`src/rtl/tlul_flat_sram_adapter.sv`:
```
// tlul_flat_sram_adapter
// Bridges a flattened TL-UL device port onto a single-port SRAM with a fixed
// one-cycle read latency. D-channel responses are buffered in a small
// in-order FIFO. A request is only accepted when a FIFO slot is guaranteed
// for its response, so the FIFO cannot overflow.
//
// Optional build macro: TLUL_FLAT_SRAM_ERRCHK_EN
//   Defined   - malformed requests (bad opcode, size > 2, misaligned, or out of
//               SRAM range) are acknowledged with denied = 1 and never reach
//               the SRAM.
//   Undefined - every accepted request is forwarded; denied is always 0.

`timescale 1ns/1ps

module tlul_flat_sram_adapter #(
    parameter int AW     = 32,
    parameter int DW     = 32,
    parameter int SZW    = 2,
    parameter int AIW    = 8,
    parameter int SramAw = 14,
    parameter int Depth  = 4
) (
    input  logic              clk_i,
    input  logic              rst_i,

    input  logic              tl_a_valid,
    output logic              tl_a_ready,
    input  logic [2:0]        tl_a_bits_opcode,
    input  logic [2:0]        tl_a_bits_param,
    input  logic [SZW-1:0]    tl_a_bits_size,
    input  logic [AIW-1:0]    tl_a_bits_source,
    input  logic [AW-1:0]     tl_a_bits_address,
    input  logic [DW/8-1:0]   tl_a_bits_mask,
    input  logic [DW-1:0]     tl_a_bits_data,
    input  logic              tl_a_bits_corrupt,

    output logic              tl_d_valid,
    input  logic              tl_d_ready,
    output logic [2:0]        tl_d_bits_opcode,
    output logic [2:0]        tl_d_bits_param,
    output logic [SZW-1:0]    tl_d_bits_size,
    output logic [AIW-1:0]    tl_d_bits_source,
    output logic              tl_d_bits_sink,
    output logic [DW-1:0]     tl_d_bits_data,
    output logic              tl_d_bits_corrupt,
    output logic              tl_d_bits_denied,

    output logic              sram_req_o,
    output logic              sram_we_o,
    output logic [SramAw-1:0] sram_addr_o,
    output logic [DW/8-1:0]   sram_wmask_o,
    output logic [DW-1:0]     sram_wdata_o,
    input  logic [DW-1:0]     sram_rdata_i
);

    localparam int MW = DW / 8;
    localparam int PW = (Depth > 1) ? $clog2(Depth) : 1;
    localparam int CW = PW + 1;

    localparam logic [2:0] OpPutFull    = 3'd0;
    localparam logic [2:0] OpPutPartial = 3'd1;
    localparam logic [2:0] OpGet        = 3'd4;

    // ------------------------------------------------------------------
    // Credit accounting
    // ------------------------------------------------------------------
    logic [CW-1:0] count;
    logic          inflight;
    logic [CW:0]   credit_used;

    // A FIFO slot is reserved for every stored entry and for the access
    // whose data returns this cycle.
    assign credit_used = {1'b0, count} + {{CW{1'b0}}, inflight};
    assign tl_a_ready  = (credit_used < (CW + 1)'(Depth));

    logic accept;
    logic is_get;
    logic denied;
    logic forward;

    assign accept = tl_a_valid && tl_a_ready;
    assign is_get = (tl_a_bits_opcode == OpGet);

`ifdef TLUL_FLAT_SRAM_ERRCHK_EN
    logic bad_opcode;
    logic bad_size;
    logic misaligned;
    logic out_of_range;

    // Classify the A request; any violation turns it into a denied ack.
    always_comb begin
        bad_opcode   = !((tl_a_bits_opcode == OpPutFull) ||
                         (tl_a_bits_opcode == OpPutPartial) ||
                         (tl_a_bits_opcode == OpGet));
        bad_size     = (tl_a_bits_size > SZW'(2));
        misaligned   = 1'b0;
        if (tl_a_bits_size == SZW'(1)) begin
            misaligned = tl_a_bits_address[0];
        end else if (tl_a_bits_size == SZW'(2)) begin
            misaligned = |tl_a_bits_address[1:0];
        end
        out_of_range = |(tl_a_bits_address >> (SramAw + 2));
        denied       = bad_opcode || bad_size || misaligned || out_of_range;
    end
`else
    assign denied = 1'b0;
`endif

    assign forward = accept && !denied;

    // Drive the SRAM straight from the A fields in the accept cycle; every
    // output rests at zero otherwise.
    always_comb begin
        sram_req_o   = 1'b0;
        sram_we_o    = 1'b0;
        sram_addr_o  = '0;
        sram_wmask_o = '0;
        sram_wdata_o = '0;
        if (forward) begin
            sram_req_o  = 1'b1;
            sram_addr_o = tl_a_bits_address[SramAw+1:2];
            if (!is_get) begin
                // Anything that is not a Get writes; only PutPartial honours
                // the byte mask, a zero mask still strobes the SRAM.
                sram_we_o    = 1'b1;
                sram_wdata_o = tl_a_bits_data;
                sram_wmask_o = (tl_a_bits_opcode == OpPutPartial) ?
                               tl_a_bits_mask : {MW{1'b1}};
            end
        end
    end

    // ------------------------------------------------------------------
    // In-flight stage: response attributes wait here for the SRAM data
    // ------------------------------------------------------------------
    logic           if_get;
    logic [SZW-1:0] if_size;
    logic [AIW-1:0] if_source;
    logic           if_denied;

    // Track the access issued last cycle; reset drops it so no D beat is
    // produced for a pre-reset request.
    always_ff @(posedge clk_i) begin
        if (rst_i) begin
            inflight  <= 1'b0;
            if_get    <= 1'b0;
            if_size   <= '0;
            if_source <= '0;
            if_denied <= 1'b0;
        end else begin
            inflight <= accept;
            if (accept) begin
                if_get    <= is_get;
                if_size   <= tl_a_bits_size;
                if_source <= tl_a_bits_source;
                if_denied <= denied;
            end
        end
    end

    // ------------------------------------------------------------------
    // Response FIFO
    // ------------------------------------------------------------------
    logic           push;
    logic           pop;
    logic [DW-1:0]  push_data;
    logic [PW-1:0]  wr_ptr;
    logic [PW-1:0]  rd_ptr;

    logic [DW-1:0]  fifo_data   [Depth];
    logic           fifo_get    [Depth];
    logic [SZW-1:0] fifo_size   [Depth];
    logic [AIW-1:0] fifo_source [Depth];
    logic           fifo_denied [Depth];

    function automatic logic [PW-1:0] ptr_inc(input logic [PW-1:0] p);
        return (p == PW'(Depth - 1)) ? '0 : p + 1'b1;
    endfunction

    assign push      = inflight;
    assign pop       = tl_d_valid && tl_d_ready;
    // Denied Gets never touched the SRAM, so their data is forced to zero.
    assign push_data = (if_get && !if_denied) ? sram_rdata_i : '0;

    // Pointer and occupancy bookkeeping; push and pop together cancel out.
    always_ff @(posedge clk_i) begin
        if (rst_i) begin
            wr_ptr <= '0;
            rd_ptr <= '0;
            count  <= '0;
        end else begin
            if (push) begin
                wr_ptr <= ptr_inc(wr_ptr);
            end
            if (pop) begin
                rd_ptr <= ptr_inc(rd_ptr);
            end
            case ({push, pop})
                2'b10:   count <= count + CW'(1);
                2'b01:   count <= count - CW'(1);
                default: count <= count;
            endcase
        end
    end

    // Entry storage needs no reset: the head is only visible while count != 0.
    always_ff @(posedge clk_i) begin
        if (push) begin
            fifo_data[wr_ptr]   <= push_data;
            fifo_get[wr_ptr]    <= if_get;
            fifo_size[wr_ptr]   <= if_size;
            fifo_source[wr_ptr] <= if_source;
            fifo_denied[wr_ptr] <= if_denied;
        end
    end

    assign tl_d_valid = (count != '0);

    // Present the FIFO head; all fields read as zero while nothing is pending.
    always_comb begin
        tl_d_bits_opcode  = 3'd0;
        tl_d_bits_param   = 3'd0;
        tl_d_bits_size    = '0;
        tl_d_bits_source  = '0;
        tl_d_bits_sink    = 1'b0;
        tl_d_bits_data    = '0;
        tl_d_bits_corrupt = 1'b0;
        tl_d_bits_denied  = 1'b0;
        if (tl_d_valid) begin
            tl_d_bits_opcode = {2'b00, fifo_get[rd_ptr]};
            tl_d_bits_size   = fifo_size[rd_ptr];
            tl_d_bits_source = fifo_source[rd_ptr];
            tl_d_bits_data   = fifo_data[rd_ptr];
            tl_d_bits_denied = fifo_denied[rd_ptr];
        end
    end

    // Inputs the adapter deliberately ignores (param, corrupt, and the
    // address bits outside the word index when range checking is off).
    logic unused_inputs;
    assign unused_inputs = ^{tl_a_bits_param, tl_a_bits_corrupt,
                             tl_a_bits_address, tl_a_bits_mask};

endmodule

```
`config.mk`:
```
export PLATFORM = sky130hd
export DESIGN_NAME = tlul_flat_sram_adapter
export DESIGN_NICKNAME = d
export VERILOG_FILES = /design/src/rtl/tlul_flat_sram_adapter.sv
export SDC_FILE = /design/constraint.sdc
export NUM_CORES = 1
export LEC_CHECK = 0
export CORE_ASPECT_RATIO = 1.25
export CORE_UTILIZATION = 43
export CTS_CLUSTER_DIAMETER = 50
export DETAILED_ROUTE_END_ITERATION = 10
export PLACE_DENSITY = 0.76
export SYNTH_ARGS = -nofsm -noshare
export SYNTH_HDL_FRONTEND = slang
export SYNTH_SLANG_ARGS = --single-unit
```
`constraint.sdc`:
```
create_clock -name clk_i -period 2 [get_ports clk_i]
set_clock_uncertainty 0.1 [all_clocks]
set_input_delay 0.4 -clock clk_i [delete_from_list [all_inputs] [get_ports clk_i]]
set_output_delay 0.4 -clock clk_i [all_outputs]
set_load 0.1 [all_outputs]
```
==> flow_summary.yaml <==
power_and_ir_drop:
  ir_worst_vdd_mv: 0.786
  pwr_density_cell_nw_per_um2: 1460
  p_leak_nw: 4.79
setup_path:
  cp_num_buf_inv: 3
  crit_arrival_ps: 1930
  r2r_slack_ps: -100
  worstPathRequired_ps: 1500
  start_kind: "flip-flop"
  cp_max_fo: 7
  crit_chain: "buf_6 -> or3_4 -> clkbuf_16 -> and2_4 -> buf_12"
  crit_family: "simple AND/OR/NAND/NOR gates"
  slowest_delay_ps: 500
  slowest_stage: "or3_4"
  critPathCaptureType: "primary output"
  path_class: "flip-flop to primary output"
place:
  placed_area_um2: 11700
  hpwl_mm: 12.2
  gp_congestion: 0.792
  io_buffers: 195
finish:
  drive_above_1_share: 0.467
  antenna_cells: 0
  area_growth_pct: 59.2
  stdcell_area_um2: 12900
  fillers: 1066
  nets: 860
clocking:
  cts_tree: "done"
  cts_sinks: 193
  clk_path_buf_depth: 2
  clk-insertion-delay-late_ps: 420
  root_buffer: "clkbuf_16"
  clk_pin_slew_worst_paths_ps: 70
  htreeDepth: 4
  cts_buffers: 17
die:
  core_um2: 18200
  die_w_um: 125
  die-area_um2: 19400
  die_h_um: 155
  pin_count: 226
  start_util: 0.444
  row_count: 55
sta:
  max_slew_margin: 0.549
  rsz0062_at_grt: "true"
  setup-tns-final_ps: -32420
  worst_pin_slew_ps: 676
  fin_crit_sh: 1.21
  drv_slew: 0
  fmax_mhz: 412
  period_needed_ps: 2430
  setup_viol: 98
  setup_slack_ps: -427
  hold_viol_final: 0
worst_hold_path:
  hold_class: "input pin to flip-flop"
synthesis:
  synth_seq_area_share: 0.690
  syn_inst: 488
  yosys.cell_types.count: 29
  ys_ff_latch: 193
  async_flop_share: 0
  netlist_area_um2: 8090
  postSynthAreaPerCell_um2: 16.6
  synth_edf_count: 172
  ys_warn_count: 0
  synth_top_flop_cell: "edfxtp_1"
drt:
  drc: 0
  initialDrtViolationCount: 330
  avgViaCountPerCell: 5.21
  num_vias: 5069
  drt_wl_total_mm: 19.9
  antenna_left: 0
  wl_per_cell_um: 20.4
  first_pass_iters: 4
grt:
  grt_pass1_wl_mm: 29.1
  grtUsageTotal: 0.200
  grt_max_degree: 44
  grt-ovfl-total: 0
  grt_pass1_vias: 5544
  antenna_found_initial: 0
status:
  status: "finished with violations"
  violations: "negative setup slack"
flow_run:
  cap_violations: 0
-- per-layer routing --
metal	wire, um	up-vias	GRT usage
li1	-	2317	-
met1	6780	2525	0.202
met2	11700	208	0.400
met3	1070	19	0.0430
met4	341	0	0.0671
met5	0	-	0
-- layout by cell type, fill, tap and decap left out, types with 4 or more instances in the layout --
cell	Yosys	layout
a21oi_1	20	15
a21oi_4	0	4
and2_1	111	32
and2_2	0	4
and2_4	0	75
and3_4	0	14
buf_12	0	111
buf_4	9	24
buf_6	4	17
clkbuf_16	0	20
clkdlybuf4s50_1	0	93
clkinv_8	0	6
conb_1	1	8
dfxtp_1	21	16
dfxtp_2	0	4
dlygate4sd2_1	0	4
edfxtp_1	172	172
ha_1	6	5
inv_1	11	7
inv_6	0	6
mux4_2	41	41
nand3_1	12	12
nor2_1	6	6
o21ai_0	16	16
-- what timing repair did --
| item | 4_1_cts | 5_1_grt |
|---|---|---|
| resized for setup | 106 | 14 |
| pin swaps | 33 | 28 |
| setup buffers | 19 | 5 |
| hold buffers | 0 | 0 |
| endpoints found under the hold margin | 0 | 0 |
| cloned | 7 | 7 |
| setup endpoints to repair | 98 | 98 |
-- per-stage QoR --
step / hold slack [ps] / cells / setup WS, ps / power [W] / utilization
6_report: 353 / 973 / -427 / 0.0188 / 0.707
5_1_grt: 357 / 973 / -465 / 0.0193 / 0.707
4_1_cts: 324 / 969 / -479 / 0.0186 / 0.707
3_5_place_dp: 378 / 911 / -1050 / 0.0142 / 0.639
3_3_place_gp: 357 / 911 / -934 / 0.0141 / 0.639
2_1_floorplan: 354 / 495 / -159 / 0.0108 / -
-- cells by family (layout without fill, tap and decap cells) --
kind of cell,count (synthesis),after routing,share of synthesized area
other,1,8,0.000463
AOI/OAI and AO/OA,38,38,0.0243
and+or+nand+nor,154,155,0.116
muxes,44,44,0.122
adders and majority gates,7,7,0.0118
DFF,193,193,0.690
buffers and inverters,49,298,0.0334
xor gates and xnor gates,2,2,0.00216
-- cell type report --
class / count / area [um2] / area share
Sequential cell: 193 / 5590 / 0.434
Timing Repair Buffer: 255 / 3690 / 0.286
Multi-Input combinational cell: 254 / 2660 / 0.206
Clock buffer: 18 / 439 / 0.0341
Tap cell: 228 / 285 / 0.0221
Clock inverter: 14 / 163 / 0.0126
Inverter: 11 / 61.3 / 0.00476
-- where the power goes --
group | switching [W] | total, W | internal (W)
clock | 0.00162 | 0.00333 | 0.00172
sequential | 0.000121 | 0.00470 | 0.00458
combinational | 0.00625 | 0.0107 | 0.00447
-- cells in the mapped netlist (6+ instances only) --
cell,count,area (um2)
buf_2,9,45.0
o21ai_0,16,80.1
and2_1,111,694
nor2_1,6,22.5
clkbuf_1,14,52.6
and3_1,14,87.6
nand3_1,12,60.1
a21oi_1,20,100
mux4_2,41,923
edfxtp_1,172,5160
dfxtp_1,21,420
ha_1,6,75.1
inv_1,11,41.3
buf_4,9,67.6
-- worst paths after layout --
path	startpoint	endpoint	depth (start not counted)
setup / recovery	count[1]$_SDFFE_PP0P_	tl_d_bits_data[20]	5
hold / removal	tl_d_ready	rd_ptr[1]$_SDFFE_PP0P_	3
setup reg to reg	count[1]$_SDFFE_PP0P_	count[2]$_SDFFE_PP0P_	10
hold reg to reg	rd_ptr[1]$_SDFFE_PP0P_	rd_ptr[1]$_SDFFE_PP0P_	2
-- worst reg2reg max path, delay by kind of cell, from the launching register on --
kind,cells,cell delay [ps]
AO/OA/AOI/OAI,2,180
AND/OR/NAND/NOR,1,390
XOR/XNOR,1,160
flip-flops,1,370
adder cells (fa/ha/maj),2,490
buffers and inverters,4,340
-- registers in the layout, indices dropped and copies added, names as in the netlist, named ones only --
name         count
count            3
fifo_data      128
fifo_get         4
fifo_size        8
fifo_source     32
if_get           1
if_size          2
if_source        8
inflight         1
rd_ptr           2
wr_ptr           2
No activity file was read; power rests on OpenSTA's default activity.
